`config.mk`:
```
export PLATFORM = sky130hd
export DESIGN_NAME = display_timing
export DESIGN_NICKNAME = d
export VERILOG_FILES = /design/src/rtl/display_timing.sv
export SDC_FILE = /design/constraint.sdc
export NUM_CORES = 1
export LEC_CHECK = 0
export ABC_AREA = 1
export BUFFER_PORTS_ARGS = -buffer_cell sky130_fd_sc_hd__buf_2
export CAP_MARGIN = 5
export CORE_MARGIN = 3
export CORE_UTILIZATION = 40
export CTS_BUF_LIST = sky130_fd_sc_hd__clkbuf_2
export CTS_CLUSTER_SIZE = 28
export DETAILED_ROUTE_END_ITERATION = 16
export PLACE_DENSITY = 0.66
export SLEW_MARGIN = 10
export SYNTH_ARGS = -nofsm -noshare
export SYNTH_HDL_FRONTEND = slang
export SYNTH_SLANG_ARGS = --single-unit
```
`constraint.sdc`:
```
create_clock -name pixel_clk -period 3.01 [get_ports pixel_clk]
set_input_delay 0.602 -clock pixel_clk [delete_from_list [all_inputs] [get_ports pixel_clk]]
set_output_delay 0.602 -clock pixel_clk [all_outputs]
set_load 0.01 [all_outputs]
```
`src/rtl/display_timing.sv`:
```
// Raster timing generator: free-running h/v position counters with one aligned
// output register stage producing syncs, data-enable, coordinates and strobes.
module display_timing #(
  parameter int   H_ACTIVE   = 640,
  parameter int   H_FRONT    = 16,
  parameter int   H_SYNC     = 96,
  parameter int   H_BACK     = 48,
  parameter int   V_ACTIVE   = 480,
  parameter int   V_FRONT    = 10,
  parameter int   V_SYNC     = 2,
  parameter int   V_BACK     = 33,
  parameter logic H_SYNC_POL = 1'b0,
  parameter logic V_SYNC_POL = 1'b0,
  parameter int   CW         = 10
) (
  input  logic          pixel_clk,
  input  logic          rst,
  output logic          hsync,
  output logic          vsync,
  output logic          de,
  output logic [CW-1:0] sx,
  output logic [CW-1:0] sy,
  output logic          line_start,
  output logic          frame_start
);

  localparam int H_TOTAL  = H_ACTIVE + H_FRONT + H_SYNC + H_BACK;
  localparam int V_TOTAL  = V_ACTIVE + V_FRONT + V_SYNC + V_BACK;
  localparam int HS_START = H_ACTIVE + H_FRONT;
  localparam int HS_END   = HS_START + H_SYNC;
  localparam int VS_START = V_ACTIVE + V_FRONT;
  localparam int VS_END   = VS_START + V_SYNC;

  localparam logic [CW-1:0] H_LAST = CW'(H_TOTAL - 1);
  localparam logic [CW-1:0] V_LAST = CW'(V_TOTAL - 1);

  logic [CW-1:0] h_cnt_q, h_cnt_d;
  logic [CW-1:0] v_cnt_q, v_cnt_d;
  logic [CW-1:0] sx_q, sx_d;
  logic [CW-1:0] sy_q, sy_d;
  logic          hsync_q, hsync_d;
  logic          vsync_q, vsync_d;
  logic          de_q, de_d;
  logic          line_start_q, line_start_d;
  logic          frame_start_q, frame_start_d;
  logic          in_hsync, in_vsync;

  // NOTE: every signal gets a default at the top of always_comb, so no path can
  // leave one unassigned and infer a latch.
  always_comb begin
    h_cnt_d = h_cnt_q + 1'b1;
    v_cnt_d = v_cnt_q;
    if (h_cnt_q == H_LAST) begin
      h_cnt_d = '0;
      v_cnt_d = (v_cnt_q == V_LAST) ? '0 : v_cnt_q + 1'b1;
    end

    // Outputs are decoded from the pre-increment counts so they all describe
    // the same position one cycle later.
    in_hsync      = (int'(h_cnt_q) >= HS_START) && (int'(h_cnt_q) < HS_END);
    in_vsync      = (int'(v_cnt_q) >= VS_START) && (int'(v_cnt_q) < VS_END);
    sx_d          = h_cnt_q;
    sy_d          = v_cnt_q;
    de_d          = (int'(h_cnt_q) < H_ACTIVE) && (int'(v_cnt_q) < V_ACTIVE);
    hsync_d       = in_hsync ? H_SYNC_POL : ~H_SYNC_POL;
    vsync_d       = in_vsync ? V_SYNC_POL : ~V_SYNC_POL;
    line_start_d  = (h_cnt_q == '0);
    frame_start_d = (h_cnt_q == '0) && (v_cnt_q == '0);
  end

  // NOTE: sequential state uses non-blocking assignments so every flop samples
  // the values from before the edge, independent of statement order.
  always_ff @(posedge pixel_clk or posedge rst) begin
    if (rst) begin
      h_cnt_q       <= '0;
      v_cnt_q       <= '0;
      sx_q          <= '0;
      sy_q          <= '0;
      hsync_q       <= ~H_SYNC_POL;
      vsync_q       <= ~V_SYNC_POL;
      de_q          <= 1'b0;
      line_start_q  <= 1'b0;
      frame_start_q <= 1'b0;
    end else begin
      h_cnt_q       <= h_cnt_d;
      v_cnt_q       <= v_cnt_d;
      sx_q          <= sx_d;
      sy_q          <= sy_d;
      hsync_q       <= hsync_d;
      vsync_q       <= vsync_d;
      de_q          <= de_d;
      line_start_q  <= line_start_d;
      frame_start_q <= frame_start_d;
    end
  end

  assign hsync       = hsync_q;
  assign vsync       = vsync_q;
  assign de          = de_q;
  assign sx          = sx_q;
  assign sy          = sy_q;
  assign line_start  = line_start_q;
  assign frame_start = frame_start_q;

endmodule

```
Word level (Yosys, flattened, before mapping). Cells that the tools add are included.

Register bits: 45. Input port bits: 2.

Add/subtract/negate cells: 2. Magnitude comparators: 6. Equality and inequality tests: 2. Muxes and demuxes: 4. Reductions and logical operators: 6.

Operators with widths (number): $add 10x1->10 const B (2); $eq 10x10->1 const B (2); $logic_not 10->1 (2); $lt 10x10->1 const B (2); $lt 10x9->1 const B (2); $mux 10 (2); $ge 10x10->1 const B (1); $ge 10x9->1 const B (1); $logic_and 1x1->1 (4); $mux 1 (2).

Depth between registers and ports, before layout.
Word-level depth: 3. Depth in mapped cells: 8. Gate-level depth less buffers: 8.

Worst setup path before layout. OpenSTA, ideal clock, no wires.

Path kind: flip-flop to flip-flop. Start: reg h_cnt_q[0]. End: reg v_cnt_q[9], in the netlist sy_d[9]. Data arrival time: 1.300 ns. Path slack: 1.645 ns. Cell stages (with the launch flop): 9. Buffers on the path: 1. Cells stage by stage: dfrtp_1 > ha_1 > nand2_2 > nor2_8 > nand3_2 > nor2_4 > buf_6 > nand4_1 > nand2_1.

Longest elaborated chain between the ends: 1.

Ends and longest elaborated chain: start, declared (RTL line 37) `logic [CW-1:0] h_cnt_q, h_cnt_d;`; start signal, assigned (RTL line 85) `h_cnt_q <= h_cnt_d;`; $eq 10x10->1 (RTL line 53) `if (h_cnt_q == H_LAST) begin`; end signal, assigned (RTL line 86) `v_cnt_q <= v_cnt_d;`; end, declared (RTL line 38) `logic [CW-1:0] v_cnt_q, v_cnt_d;`.

Every way passes these cells. A chain may end at the register's enable or synchronous reset.

Worst setup path after layout.
Start: reg vsync_q, in the netlist vsync. End: out vsync.

RTL lines: start, declared (RTL line 42) `logic vsync_q, vsync_d;`; start signal, assigned (RTL line 80) `vsync_q <= ~V_SYNC_POL;`; start signal, assigned (RTL line 90) `vsync_q <= vsync_d;`; end, declared (RTL line 19) `output logic vsync,`.

No word-level cell between the ends.

==> qor.yml <==
yosys:
  yosysUniqueCellTypes: 24
  yosys_warnings: 0
  synth_seq_cells: 45
  yosysSeqAreaShare_pct: 60.9
  synthCells: 183
  synth_area_per_cell_um2: 10.1
  synth_nets: 190
  syn_area_um2: 1850
clock_network:
  cts.clk_slew.worst_paths_ns: 0.22
  post-cts-setup-buffer-count: 0
  clockRootBuffer: "clkbuf_2"
  cts_htree_levels: 2
  cts_buffer_depth: 2
  cts_resized: 0
  clk_latency_ns: 0.40
  hold_buffers: 0
  cts_sinks: 45
  cts_tree: "done"
  cts_buffers: 5
critical_path:
  startpoint_type: "register"
  path_max_fanout: 1
  max_stage_delay_ns: 0.56
  r2r_start: "h_cnt_q[0]$_DFF_PP0_"
  path_cells: "buf_2"
  arrival_ns: 1.07
  ff2ff_path_depth: 8
  required_ns: 2.41
  reg2reg_to: "sy_d[9]$_DFFE_PP0N_"
  cp-end-kind: "output port"
  crit_slowest_cell: "dfstp_2"
  worstSetupPathType: "register to output port"
  critical_path_depth: 1
  timing.critical_path.buf_inv: 1
  reg2reg_slack_ns: 1.36
  cp_top_family: "flip-flops"
timing:
  max_freq_ghz: 0.598
  setup_viol: 0
  slew_viol_final: 0
  finalClockSkew_ns: 0.0170
  finalCritPeriodShare_pct: 55.6
  relSlewSlack_pct: 60.1
  rsz0062_at_grt: "no"
  period_needed_ns: 1.67
  hold_violations: 0
  fin_tns_setup_ns: 0
  worst_pin_slew_ns: 0.594
power:
  p_leak_nw: 1.10
  power_density_nw_per_um2: 413
  peakVddDrop_mv: 0.131
cells_and_area:
  synthToLayoutAreaGrowth_pct: 12.2
  diodes: 0
  nNetsFinal: 222
  mostFrequentLayoutCell: "dfrtp_1"
  design_area_um2: 2080
  mostFrequentLayoutCells: "dfrtp_1, nand2_1, buf_2"
  drive_gt1_share_pct: 19.9
die:
  dieArea_um2: 5480
  die_h_um: 74.1
  core.rowCount: 24
  core_um2: 4410
  initial_core_util_pct: 42.0
  ioPinCount: 27
  fp.dieW_um: 74.1
route:
  drt_first_pass_iters: 4
  wire_per_inst_um: 12.2
  drtAntennaViolNets: 0
  vias_per_cell: 4.84
  num_vias: 1296
  route.detailed.drc: 0
  drt_iter0_drc: 55
  finalWirelength_mm: 3.27
global_route:
  grtUsageTotal_pct: 13.8
  grt_max_degree: 29
  grt_first_pass_wirelength_mm: 5.66
  grt_overflow: 0
  antenna_found_initial: 0
  grt_pass1_vias: 1189
place:
  globalplace.congestion: 0.881
  placed_area_um2: 2040
  portBuffers: 26
  dp_hpwl_mm: 2.37
min_path:
  min_path_type: "input port to async pin"
run_status:
  status: "finished, final reports clean"
job:
  drv_cap: 0
[where the power goes]
group / leakage, nW / internal, W / total, W / switching (W)
logic: 0.472 / 0.00000140 / 0.0000126 / 0.0000112
registers: 0.593 / 0.000606 / 0.000606 / 0
clock network: 0.0327 / 0.0000585 / 0.000240 / 0.000182
[cells in the mapped netlist]
library cell   n  share of area (%)
dfrtp_1       43                 58
nand2_1       26                5.3
inv_1         25                5.1
nor2_1        22                4.5
nand3_1       17                4.6
nand4_1        8                2.7
o21ai_0        7                1.9
xor2_1         7                3.3
ha_1           5                3.4
nor3_1         5                1.4
a21oi_1        3               0.81
dfstp_2        2                2.8
xnor2_1        2               0.95
buf_2          1               0.27
buf_6          1               0.61
nand2_2        1               0.34
nand3_2        1               0.54
nor2_2         1               0.34
nor2_4         1               0.61
nor2_8         1                1.1
nor3_2         1               0.54
nor4_1         1               0.34
o211ai_1       1               0.41
o21ai_1        1               0.27
[worst max path at each step]
stage                    startpoint             endpoint
2_1_floorplan                   rst         de$_DFF_PP0_
3_3_place_gp   h_cnt_q[0]$_DFF_PP0_  sy_d[7]$_DFFE_PP0N_
3_5_place_dp   h_cnt_q[0]$_DFF_PP0_  sy_d[9]$_DFFE_PP0N_
4_1_cts             vsync$_DFF_PP1_                vsync
5_1_grt        h_cnt_q[0]$_DFF_PP0_  sy_d[7]$_DFFE_PP0N_
6_report            vsync$_DFF_PP1_                vsync
[area by class of cell]
class	instances	area (um^2)
fillers	422	2330
inverters	25	93.8
clock buffers	6	30.0
clock inverters	2	10.0
well taps	52	65.1
repair buffers	27	138
flip-flops and latches	45	1130
multi-input cells	111	614
[kinds of logic (layout without fill, tap and decap cells)]
kind of cell,after synthesis,after routing,synth area share (%)
AO/OA/AOI/OAI,12,12,3.38
XOR/XNOR,9,9,4.25
adder cells (fa/ha/maj),5,5,3.38
buffers and inverters,27,60,5.94
flip-flops,45,45,60.9
AND/OR/NAND/NOR,85,85,22.1
[state kept, by name, summed over array words and instances, names as in the netlist]
register and flops:
de 1, frame_start 1, h_cnt_q 10, hsync 1, line_start 1, sx 10
sy 10, sy_d 10, vsync 1
[through the flow]
step / std cells / setup WS [ns] / hold WS (ns) / utilization (%) / total power [W]
2_1_floorplan: 183 / 1.35 / 0.349 / - / 0.000625
3_3_place_gp: 260 / 1.42 / 0.404 / 46.2 / 0.000629
3_5_place_dp: 260 / 1.36 / 0.414 / 46.2 / 0.000630
4_1_cts: 268 / 1.30 / 0.136 / 47.1 / 0.000877
5_1_grt: 268 / 1.20 / 0.144 / 47.1 / 0.000906
6_report: 268 / 1.34 / 0.158 / 47.1 / 0.000859
[metal layers]
| metal | part of all wire [%] | routed length [um] | GRT usage, % |
|---|---|---|---|
| met2 | 46 | 1500 | 20.7 |
| met3 | 4.3 | 140 | 4.05 |
| met5 | 0 | 0 | 0 |
| met1 | 48 | 1560 | 18.6 |
| met4 | 2.0 | 65 | 6.04 |
Note: power is estimated with default switching activity, not from simulation.
